`src/rtl/run_ctrl_pkg.sv`:
```
// Shared state encoding and parameter defaults for the run_ctrl sequencer.
package run_ctrl_pkg;

  localparam int unsigned START_CYCLES_DEF = 2;
  localparam int unsigned CNT_W_DEF        = 16;
  localparam logic [15:0] TIMEOUT_DEF      = 16'hFFFF;

  typedef enum logic [2:0] {
    S_IDLE   = 3'd0,
    S_MEMRST = 3'd1,
    S_START  = 3'd2,
    S_RUN    = 3'd3,
    S_DONE   = 3'd4
  } state_e;

  typedef logic [2:0] state_t;

  localparam state_t ST_IDLE   = 3'd0;
  localparam state_t ST_MEMRST = 3'd1;
  localparam state_t ST_START  = 3'd2;
  localparam state_t ST_RUN    = 3'd3;
  localparam state_t ST_DONE   = 3'd4;

endpackage

```
`src/rtl/run_ctrl_sat_counter.sv`:
```
// Up-counter with synchronous clear that stops at a limit instead of wrapping.
module sat_counter #(
  parameter int unsigned WIDTH = 16
) (
  input  logic             CLK,
  input  logic             reset_n,
  input  logic             clr,
  input  logic             en,
  input  logic [WIDTH-1:0] limit,
  output logic [WIDTH-1:0] count
);

  always_ff @(posedge CLK or negedge reset_n) begin
    if (!reset_n) begin
      count <= '0;
    end else if (clr) begin
      count <= '0;
    end else if (en && (count < limit)) begin
      count <= count + WIDTH'(1);
    end
  end

endmodule

```
`src/rtl/run_ctrl.sv`:
```
// Program-run sequencer: memory reset pulse, core start hold, bounded run with
// halt/abort/timeout exit, and a one-cycle completion pulse.
//
// state  | meaning
// IDLE   | waiting for run_req
// MEMRST | dm_reset pulse to the core, one cycle
// START  | start held high for START_CYCLES cycles
// RUN    | core executing, cycle_ct counting
// DONE   | run_done pulse, result valid
module run_ctrl
  import run_ctrl_pkg::*;
#(
  parameter int unsigned      START_CYCLES = START_CYCLES_DEF,
  parameter int unsigned      CNT_W        = CNT_W_DEF,
  parameter logic [CNT_W-1:0] TIMEOUT      = CNT_W'(TIMEOUT_DEF)
) (
  input  logic             CLK,
  input  logic             reset_n,
  input  logic             run_req,
  input  logic             abort,
  input  logic             halt,
  output logic             dm_reset,
  output logic             start,
  output logic             busy,
  output logic             run_done,
  output logic             run_ok,
  output logic [CNT_W-1:0] cycle_ct
);

  localparam logic [3:0] START_LAST = 4'(START_CYCLES - 1);

  state_t     state;
  state_t     state_nxt;
  logic [3:0] start_cnt;
  logic       start_last;
  logic       at_limit;
  logic       ct_clr;
  logic       ct_en;

  assign start_last = (start_cnt == START_LAST);
  assign at_limit   = (cycle_ct == TIMEOUT);

  always_comb begin
    state_nxt = state;
    case (state)
      ST_IDLE:   if (run_req) state_nxt = ST_MEMRST;
      ST_MEMRST: state_nxt = ST_START;
      ST_START:  if (start_last) state_nxt = ST_RUN;
      ST_RUN:    if (halt || abort || at_limit) state_nxt = ST_DONE;
      ST_DONE:   state_nxt = ST_IDLE;
      default:   state_nxt = ST_IDLE;
    endcase
  end

  always_ff @(posedge CLK or negedge reset_n) begin
    if (!reset_n) begin
      state <= ST_IDLE;
    end else begin
      state <= state_nxt;
    end
  end

  // Cleared while in MEMRST so it reads zero on the first START cycle.
  always_ff @(posedge CLK or negedge reset_n) begin
    if (!reset_n) begin
      start_cnt <= 4'd0;
    end else if (state == ST_MEMRST) begin
      start_cnt <= 4'd0;
    end else if ((state == ST_START) && !start_last) begin
      start_cnt <= start_cnt + 4'd1;
    end
  end

  // Result flag is captured on the RUN exit edge; abort/timeout leave it at 0.
  always_ff @(posedge CLK or negedge reset_n) begin
    if (!reset_n) begin
      run_ok <= 1'b0;
    end else if (state == ST_MEMRST) begin
      run_ok <= 1'b0;
    end else if ((state == ST_RUN) && halt) begin
      run_ok <= 1'b1;
    end
  end

  assign ct_clr = (state == ST_MEMRST);
  assign ct_en  = (state == ST_RUN) && !halt && !abort;

  sat_counter #(
    .WIDTH (CNT_W)
  ) u_cycle_ct (
    .CLK     (CLK),
    .reset_n (reset_n),
    .clr     (ct_clr),
    .en      (ct_en),
    .limit   (TIMEOUT),
    .count   (cycle_ct)
  );

  assign dm_reset = (state == ST_MEMRST);
  assign start    = (state == ST_START);
  assign busy     = (state != ST_IDLE);
  assign run_done = (state == ST_DONE);

endmodule

```
`config.mk`:
```
export PLATFORM = sky130hd
export DESIGN_NAME = run_ctrl
export DESIGN_NICKNAME = d
export VERILOG_FILES = /design/src/rtl/run_ctrl_pkg.sv /design/src/rtl/run_ctrl_sat_counter.sv /design/src/rtl/run_ctrl.sv
export SDC_FILE = /design/constraint.sdc
export NUM_CORES = 1
export LEC_CHECK = 0
export CAP_MARGIN = 10
export CORE_MARGIN = 2
export CORE_UTILIZATION = 51
export CTS_CLUSTER_DIAMETER = 30
export DETAILED_ROUTE_END_ITERATION = 12
export HOLD_SLACK_MARGIN = 0.15
export PLACE_DENSITY = 0.89
export SYNTH_ARGS = -nofsm -noshare
export SYNTH_HDL_FRONTEND = slang
export SYNTH_SLANG_ARGS = --single-unit
```
`constraint.sdc`:
```
create_clock -name CLK -period 2.2 [get_ports CLK]
set_input_delay 0.66 -clock CLK [delete_from_list [all_inputs] [get_ports CLK]]
set_output_delay 0.66 -clock CLK [all_outputs]
set_load 0.05 [all_outputs]
```
==> impl_metrics.py, run 1 <==
metrics = {
    "final_layout": {
        "nets": 184,
        "stdcell_count": 205,
        "drive_above_1_share_pct": 27.4,
        "fin_area_sq_um": 1770,
        "diodes": 0,
        "areaGrowthSynthToFinish_pct": 33.1,
    },
    "setup_path": {
        "r2r_slack_ns": 0.12,
        "critPathMaxFanout": 2,
        "cp_top_family": "buffers and inverters",
        "slowest_delay_ns": 0.81,
        "cp-start-kind": "register",
        "endpoint_kind": "output pin",
        "slowest_stage": "clkdlybuf4s50_1",
        "required_ns": 1.54,
        "crit_chain": "clkdlybuf4s50_1",
        "critPathKind": "register to output pin",
        "worst-path-buf-inv": 1,
        "regToRegEndpoint": "state[1]$_DFFE_PN0P_",
        "reg2reg_from": "u_cycle_ct.count[0]$_DFFE_PN0P_",
        "crit_arrival_ns": 1.51,
        "reg2regPathDepth": 5,
    },
    "power": {
        "p_per_area_nw_per_um2": 928,
        "p_leak_nw": 0.780,
        "peakVddDrop_mv": 1.22,
    },
    "timing": {
        "final_max_slew_viol_count": 0,
        "rsz0062_at_grt": "no",
        "clock_skew_ns": 0.00211,
        "hold_violations": 0,
        "fmax_mhz": 460,
        "relSlewSlack_pct": 49.9,
        "hold_slack_ns": 0.566,
        "fin_setup_tns_ns": 0,
        "setup_viol": 0,
        "finalCritPeriodShare_pct": 98.8,
        "timing.final.crit_period_ns": 2.17,
        "worst_pin_slew_ns": 0.744,
    },
    "clocking": {
        "cts_tree": "built",
        "cts.sinks": 24,
        "htreeDepth": 1,
        "cts_hold_buf": 0,
        "cts_made_buffers": 3,
        "cts_root_buf": "clkbuf_4",
        "clk_path_buf_depth": 2,
        "clk_pin_slew_ns": 0.13,
        "clk_latency_ns": 0.32,
    },
    "place": {
        "post_dp_cell_area_sq_um": 1680,
        "dp_hpwl_mm": 2.28,
        "gp_congestion": 0.817,
        "dp.cells": 198,
        "numPortBuffers": 25,
    },
    "logic_synthesis": {
        "yosysUniqueCellTypes": 39,
        "syn_inst": 137,
        "synth_compound_area_share_pct": 14.8,
        "yosys.area.top_type": "dfrtp_1",
        "synth_xor_area_share_pct": 1.97,
        "yosysTopAreaCellShare_pct": 45.1,
        "yosys_warnings": 0,
        "synthSimpleGateAreaFrac_pct": 28.0,
        "synth_top_family_by_area": "simple AND/OR/NAND/NOR gates",
        "synth.mux.area_fraction_pct": 3.76,
        "synth_edf_count": 0,
        "synth_fa_ha_area_share_pct": 2.82,
        "synth_seq_cells": 24,
        "synthFlopType": "dfrtp_1",
        "synth_nets": 145,
        "synth_area_per_cell_sq_um": 9.72,
        "ys_async_sr_fraction_pct": 100,
        "synth_area_leaders": "dfrtp_1 45%, mux2i_1 3.8%, a21oi_1 3.4%, o31ai_1 3.4%, nand4_1 3.3%",
        "syn-cell-area_sq_um": 1330,
        "synth_seq_area_share_pct": 45.1,
    },
    "grt": {
        "gr-total-overflow": 0,
        "grt_first_pass_wirelength_mm": 5.35,
        "grt_pass1_vias": 1183,
        "groute.usage.overall_pct": 24.8,
        "grt_max_degree": 25,
        "antenna_found_initial": 0,
    },
    "min_path": {
        "holdPathEnd": "run_ok$_DFFE_PN0P_",
        "hp-start": "run_ok$_DFFE_PN0P_",
        "hold_path.class": "register to register",
        "hold_depth": 2,
    },
    "floorplan": {
        "core_area_sq_um": 2480,
        "start_util_pct": 53.7,
        "die_width_microns": 55.1,
        "pin_count": 26,
        "dieArea_sq_um": 3030,
        "num_rows": 18,
        "die_h_microns": 55.1,
    },
    "drt": {
        "drtPass1Iterations": 5,
        "ant_nets": 0,
        "drt-total-wl_mm": 3.41,
        "drt_iter0_markers": 60,
        "vias": 1308,
        "wl_per_cell_microns": 16.6,
        "drc": 0,
        "vias_per_cell": 6.38,
    },
    "status": {
        "status": "finished, final reports clean",
    },
    "job": {
        "drv_cap": 0,
    },
}
## layout by cell type, fill, tap and decap left out, drive strengths merged, types with 2 or more instances in the layout
master / instances
a21oi: 9
a31oi: 3
buf: 34
clkbuf: 4
clkdlybuf4s50: 3
dfrtp: 24
dlymetal6s2s: 2
ha: 3
inv: 5
mux2i: 5
nand2: 10
nand2b: 2
nand3: 8
nand4: 7
nor2: 8
nor3: 5
nor4: 5
o21ai: 4
o311ai: 2
o31ai: 6
o41ai: 2
or3: 2
or4: 7
xnor2: 2
## synth_stat cells, drive strengths merged, types with 2 or more instances
cell type,count
nor3,5
nand4,7
clkbuf,4
nor4,5
o21ai,4
nand2b,2
dfrtp,24
xnor2,2
a31oi,3
ha,3
or3,2
nand2,10
or4,7
o31ai,6
nor2,8
inv,5
mux2i,5
nand3,8
a21oi,9
o311ai,2
o41ai,2
## layer usage
metal	part of all wire, %	GRT usage (%)	vias to the layer above
met2	50	40.7	74
met5	0	0	-
li1	-	-	605
met1	42	32.2	624
met3	7.2	4.30	5
met4	1.1	10.2	0
## worst max path at each step
| stage | start | to | slack (ns) | cells after the start |
|---|---|---|---|---|
| floorplan | u_cycle_ct.count[3]$_DFFE_PN0P_ | u_cycle_ct.count[15]$_DFFE_PN0P_ | 0.006 | 4 |
| global placement | abort | u_cycle_ct.count[11]$_DFFE_PN0P_ | -0.26 | 5 |
| detailed placement | abort | u_cycle_ct.count[11]$_DFFE_PN0P_ | -0.35 | 5 |
| CTS | halt | u_cycle_ct.count[11]$_DFFE_PN0P_ | 0.00002 | 5 |
| global route | u_cycle_ct.count[0]$_DFFE_PN0P_ | state[1]$_DFFE_PN0P_ | 0.005 | 5 |
| finish | run_ok$_DFFE_PN0P_ | run_ok | 0.03 | 1 |
## metrics by stage
stage / power, mW / utilization [%] / worst slack (ns)
floorplan: 1.08 / - / 0.00594
global placement: 1.37 / 68.0 / -0.265
detailed placement: 1.40 / 68.0 / -0.350
CTS: 1.63 / 69.9 / 0.0000249
global route: 1.73 / 71.5 / 0.00522
finish: 1.64 / 71.5 / 0.0270
## power by group
part | internal [mW] | total, mW | switching, mW | leakage (nW)
sequential | 0.506 | 0.606 | 0.0994 | 0.328
clock | 0.101 | 0.240 | 0.138 | 0.0210
combinational | 0.318 | 0.799 | 0.481 | 0.432
total | 0.925 | 1.64 | 0.719 | 0.780
## cell families after synthesis
| kind of cell | after synthesis |
|---|---|
| simple gates | 62 |
| mux | 5 |
| buf+inv | 10 |
| xor+xnor | 3 |
| flops | 24 |
| fa+ha+maj | 3 |
| compound gates | 30 |
## flip-flops by register name, indices dropped and copies added (netlist names)
| name | count |
|---|---|
| start_cnt | 4 |
| u_cycle_ct.count | 16 |
| run_ok | 1 |
| state | 3 |
## layout make-up
cell class | count | area, sq um
repair buffers | 39 | 360
multi-input cells | 103 | 718
fillers | 181 | 706
inverters | 5 | 18.8
well taps | 30 | 37.5
clock buffers | 4 | 36.3
flip-flops and latches | 24 | 601
## repair_timing
| action | 4_1_cts | 5_1_grt |
|---|---|---|
| gates resized for setup | 1 | 4 |
| pin swaps | 1 | 4 |
| buffers inserted | 1 | 2 |
| endpoints found under the setup margin | 1 | 2 |
Note: power is estimated with default switching activity, not from simulation.
==> run 2, diff against run 1 <==
CORE_MARGIN = 4   (was 2)
==> impl_metrics.py, run 2 (synthesis gave the netlist of run 1 again) <==
metrics = {
    "drt": {
        "vias_per_cell": 6.29,
        "drc": 0,
        "drt_iter0_markers": 88,
        "ant_nets": 0,
        "wl_per_cell_microns": 17.0,
        "drt-total-wl_mm": 3.44,
        "vias": 1270,
        "drtPass1Iterations": 4,
    },
    "floorplan": {
        "start_util_pct": 53.7,
        "num_rows": 18,
        "dieArea_sq_um": 3490,
        "core_area_sq_um": 2480,
        "die_h_microns": 59.1,
        "die_width_microns": 59.1,
        "pin_count": 26,
    },
    "setup_path": {
        "crit_arrival_ns": 2.46,
        "crit_top_cell": "or4_4",
        "required_ns": 2.46,
        "slowest_stage": "or4_4",
        "reg2regPathDepth": 5,
        "worst-path-buf-inv": 1,
        "critical_path.startpoint": "abort",
        "cp_num_cells": 5,
        "regToRegEndpoint": "state[1]$_DFFE_PN0P_",
        "cp_top_family": "simple AND/OR/NAND/NOR gates",
        "critPathMaxFanout": 5,
        "r2r_slack_ns": 0.18,
        "critPathKind": "input pin to register",
        "slowest_delay_ns": 0.53,
        "reg2reg_from": "u_cycle_ct.count[0]$_DFFE_PN0P_",
        "endpoint_kind": "register",
        "crit_end": "u_cycle_ct.count[15]$_DFFE_PN0P_",
        "cp-start-kind": "input pin",
        "crit_chain": "clkdlybuf4s50_1 > nand4bb_4 > or4_4 > or4_4 > a21oi_2",
    },
    "grt": {
        "gr-total-overflow": 0,
        "top_usage_layer": "met2",
        "grt_max_degree": 25,
        "grt_pass1_vias": 1307,
        "gr-usage-met2_pct": 35.2,
        "groute.usage.overall_pct": 20.8,
        "grt_use_met1_pct": 25.6,
        "antenna_found_initial": 0,
        "grt_use_met3_pct": 3.05,
        "grt_first_pass_wirelength_mm": 5.60,
    },
    "job": {
        "drv_cap": 0,
    },
    "status": {
        "status": "finished, final reports clean",
    },
    "timing": {
        "final_max_slew_viol_count": 0,
        "hold_slack_ns": 0.515,
        "clock_skew_ns": 0.00546,
        "hold_violations": 0,
        "rsz0062_at_grt": "yes",
        "timing.final.crit_period_ns": 2.20,
        "finalWorstSetupSlack_ns": 0.00255,
        "fmax_mhz": 455,
        "setup_viol": 0,
        "worst_pin_slew_ns": 0.692,
        "finalCritPeriodShare_pct": 99.9,
        "relSlewSlack_pct": 53.4,
    },
    "final_layout": {
        "largest_register_ffs": 16,
        "drive_above_1_share_pct": 27.3,
        "nets": 181,
        "fillers": 190,
        "fin_util_pct": 71.4,
        "final_cell_mix": "27 x buf_4, 24 x dfrtp_1, 10 x nand2_1",
        "sequential_cell_area_sq_um": 601,
        "final_common_cell": "buf_4",
        "diodes": 0,
        "largest-register": "u_cycle_ct.count",
        "stdcell_count": 202,
        "multi_input_area_sq_um": 726,
        "reg_top3": "u_cycle_ct.count x16, start_cnt x4, state x3",
        "areaGrowthSynthToFinish_pct": 32.9,
    },
    "place": {
        "dp_hpwl_mm": 2.37,
        "gp_congestion": 0.857,
        "dp.cells": 196,
        "dp_slack_ns": -0.363,
        "numPortBuffers": 25,
    },
    "clocking": {
        "htreeDepth": 1,
        "cts_tree": "built",
        "cts_hold_buf": 0,
        "clk_latency_ns": 0.32,
        "cts.sinks": 24,
        "clk_pin_slew_ns": 0.15,
        "clk_path_buf_depth": 2,
        "cts_root_buf": "clkbuf_4",
        "cts_made_buffers": 3,
    },
    "power": {
        "p_leak_nw": 0.770,
        "peakVddDrop_mv": 0.975,
        "p_per_area_nw_per_um2": 974,
    },
    "min_path": {
        "hold_path.class": "register to register",
    },
}
run 2: cell types whose count changed in the layout (fill, tap and decap cells not counted), sizes merged:
cell / delta
buf: -3
bufinv: +1
clkbuf: -1
dlygate4sd2: +1
dlymetal6s2s: -1
run 2: final cells by class:
| cell class | instances | share of cell area, % |
|---|---|---|
| clock inverters | 1 | 1.70 |
| multi-input cells | 103 | 41.0 |
| flip-flops and latches | 24 | 33.9 |
| repair buffers | 36 | 18.9 |
| well taps | 30 | 2.12 |
| inverters | 5 | 1.06 |
| clock buffers | 3 | 1.27 |
run 2: power by group:
part           total [mW]  leakage, nW  internal, mW  switching (mW)
Sequential          0.601        0.328         0.506          0.0943
Clock               0.328       0.0279         0.184           0.144
Combinational       0.795        0.414         0.315           0.480
Total                1.72        0.770          1.01           0.718
run 2: worst reg2reg max path, stage by stage (launching register included):
cell	delay (ns)
dfrtp_1	0.49
ha_1	0.22
nand4_1	0.17
or4_2	0.71
a21oi_1	0.24
o21ai_0	0.10
run 2: worst min path at each step:
stage,from,endpoint,slack [ns],depth (start not counted)
global route,run_ok$_DFFE_PN0P_,run_ok$_DFFE_PN0P_,0.54,2
finish,run_ok$_DFFE_PN0P_,run_ok$_DFFE_PN0P_,0.52,2
global placement,run_ok$_DFFE_PN0P_,run_ok$_DFFE_PN0P_,0.48,2
CTS,run_ok$_DFFE_PN0P_,run_ok$_DFFE_PN0P_,0.53,2
detailed placement,run_ok$_DFFE_PN0P_,run_ok$_DFFE_PN0P_,0.50,2
floorplan,reset_n,run_ok$_DFFE_PN0P_,0.36,0
run 2: timing repair:
item | 4_1_cts | 5_1_grt
gates resized for setup | 3 | 4
endpoints found under the hold margin | 0 | 0
pin swaps | 5 | 1
endpoints found under the setup margin | 1 | 5
setup buffers | 2 | 0
run 2: layer usage:
| layer | vias to the layer above | part of all wire (%) |
|---|---|---|
| met1 | 614 | 44 |
| met3 | 4 | 6.6 |
| met5 | - | 0 |
| met4 | 0 | 1.0 |
| met2 | 46 | 49 |
| li1 | 606 | - |
run 2: through the flow:
stage | cell area [sq um] | TNS, ns | total power, mW
floorplan | 1340 | 0 | 1.08
global placement | 1670 | -1.35 | 1.37
detailed placement | 1670 | -1.75 | 1.39
CTS | 1740 | 0 | 1.72
global route | 1770 | -0.0384 | 1.80
finish | 1770 | 0 | 1.72
==> run 3, diff against run 2 <==
REMOVE_ABC_BUFFERS = 1   (was unset)
==> impl_metrics.py, run 3 (synthesis gave the netlist of run 1 again) <==
metrics = {
    "floorplan": {
        "die_width_microns": 59.1,
        "die_h_microns": 59.1,
        "pin_count": 26,
        "core_area_sq_um": 2480,
        "start_util_pct": 53.7,
        "num_rows": 18,
        "dieArea_sq_um": 3490,
    },
    "setup_path": {
        "crit_arrival_ns": 2.33,
        "crit_chain": "dlygate4sd2_1 > nand4bb_1 > or4_4 > or4_1 > a21oi_1",
        "r2r_slack_ns": 0.11,
        "cp-start-kind": "input pin",
        "slowest_stage": "or4_1",
        "critPathKind": "input pin to register",
        "required_ns": 2.44,
        "worst-path-buf-inv": 1,
        "critPathMaxFanout": 5,
        "endpoint_kind": "register",
        "cp_top_family": "simple AND/OR/NAND/NOR gates",
        "slowest_delay_ns": 0.55,
    },
    "grt": {
        "grt_first_pass_wirelength_mm": 5.61,
        "grt_max_degree": 25,
        "antenna_found_initial": 0,
        "grt_pass1_vias": 1249,
        "groute.usage.overall_pct": 20.7,
        "gr-total-overflow": 0,
    },
    "timing": {
        "hold_violations": 0,
        "worst_pin_slew_ns": 0.649,
        "timing.final.crit_period_ns": 2.09,
        "rsz0062_at_grt": "no",
        "setup_viol": 0,
        "finalCritPeriodShare_pct": 95.1,
        "relSlewSlack_pct": 56.3,
        "fmax_mhz": 478,
        "fin_setup_tns_ns": 0,
        "final_max_slew_viol_count": 0,
        "clock_skew_ns": 0.00169,
    },
    "final_layout": {
        "largest-register": "u_cycle_ct.count",
        "largest_register_ffs": 16,
        "diodes": 0,
        "fillers": 184,
        "drive_above_1_share_pct": 26.3,
        "reg_top3": "u_cycle_ct.count x16, start_cnt x4, state x3",
        "fin_util_pct": 70.6,
        "areaGrowthSynthToFinish_pct": 31.4,
        "multi_input_area_sq_um": 697,
        "nets": 184,
        "final_common_cell": "buf_4",
        "final_cell_mix": "30 x buf_4, 24 x dfrtp_1, 10 x nand2_1",
        "sequential_cell_area_sq_um": 601,
    },
    "clocking": {
        "clk_path_buf_depth": 2,
        "clk_pin_slew_ns": 0.13,
        "cts_made_buffers": 3,
        "cts_tree": "built",
        "clk_latency_ns": 0.31,
        "htreeDepth": 1,
        "cts_root_buf": "clkbuf_4",
        "cts_hold_buf": 0,
        "cts.sinks": 24,
    },
    "drt": {
        "top_layer": "met4",
        "vias_per_cell": 6.38,
        "drt_iter0_markers": 60,
        "wl_met3_microns": 191,
        "wl_met2_mm": 1.71,
        "vias": 1308,
        "wl_per_cell_microns": 16.3,
        "drt-total-wl_mm": 3.35,
        "drc": 0,
        "drtPass1Iterations": 4,
        "wl_met1_mm": 1.41,
        "ant_nets": 0,
    },
    "place": {
        "gp_congestion": 0.875,
        "dp_hpwl_mm": 2.40,
        "numPortBuffers": 25,
    },
    "power": {
        "peakVddDrop_mv": 1.07,
        "p_leak_nw": 0.774,
        "power_mw": 1.62,
        "p_per_area_nw_per_um2": 926,
    },
    "job": {
        "drv_cap": 0,
    },
    "min_path": {
        "hold_path.class": "register to register",
    },
    "status": {
        "status": "finished, final reports clean",
    },
}
run 3: stage by stage:
| step | instances | hold slack [ns] | cell area (sq um) | setup WS (ns) |
|---|---|---|---|---|
| global placement | 199 | 0.481 | 1680 | -0.283 |
| floorplan | 132 | 0.364 | 1300 | -0.312 |
| detailed placement | 199 | 0.508 | 1680 | -0.331 |
| CTS | 204 | 0.539 | 1720 | 0.0115 |
| global route | 205 | 0.580 | 1750 | 0.0595 |
| finish | 205 | 0.531 | 1750 | 0.107 |
run 3: final cells by class:
cell class	count	share of cell area, %
Multi-Input combinational cell	103	39.8
Tap cell	30	2.15
Timing Repair Buffer	39	20.5
Inverter	5	1.07
Sequential cell	24	34.3
Clock buffer	4	2.07
run 3: worst paths after layout:
check | startpoint | to | cells past startpoint
min in group asynchronous | reset_n | run_ok$_DFFE_PN0P_ | 2
worst max register to register | u_cycle_ct.count[5]$_DFFE_PN0P_ | u_cycle_ct.count[15]$_DFFE_PN0P_ | 4
worst max-delay path | halt | u_cycle_ct.count[15]$_DFFE_PN0P_ | 5
max in group asynchronous | reset_n | u_cycle_ct.count[5]$_DFFE_PN0P_ | 2
worst min-delay path | run_ok$_DFFE_PN0P_ | run_ok$_DFFE_PN0P_ | 2
worst min register to register | run_ok$_DFFE_PN0P_ | run_ok$_DFFE_PN0P_ | 2
run 3: power by group:
part | switching [mW] | internal (mW)
clock network | 0.131 | 0.101
logic | 0.470 | 0.324
registers | 0.0881 | 0.506
run 3: worst register-to-register path, delay by kind of cell (launching register included):
kind / cells / cell delay (ns)
AND/OR/NAND/NOR: 3 / 1.32
flip-flops: 1 / 0.52
AO/OA/AOI/OAI: 1 / 0.19
run 3: what timing repair did:
| item | in CTS | in global routing |
|---|---|---|
| setup endpoints to repair | 2 | 3 |
| pin swaps | 1 | 1 |
| resized for setup | 1 | 5 |
| setup buffers | 1 | 1 |
run 3: per-layer routing:
| layer | global-route usage (%) | vias up |
|---|---|---|
| li1 | - | 604 |
| met2 | 36.8 | 56 |
| met3 | 2.61 | 8 |
| met5 | 0 | - |
| met4 | 5.50 | 0 |
| met1 | 26.5 | 640 |
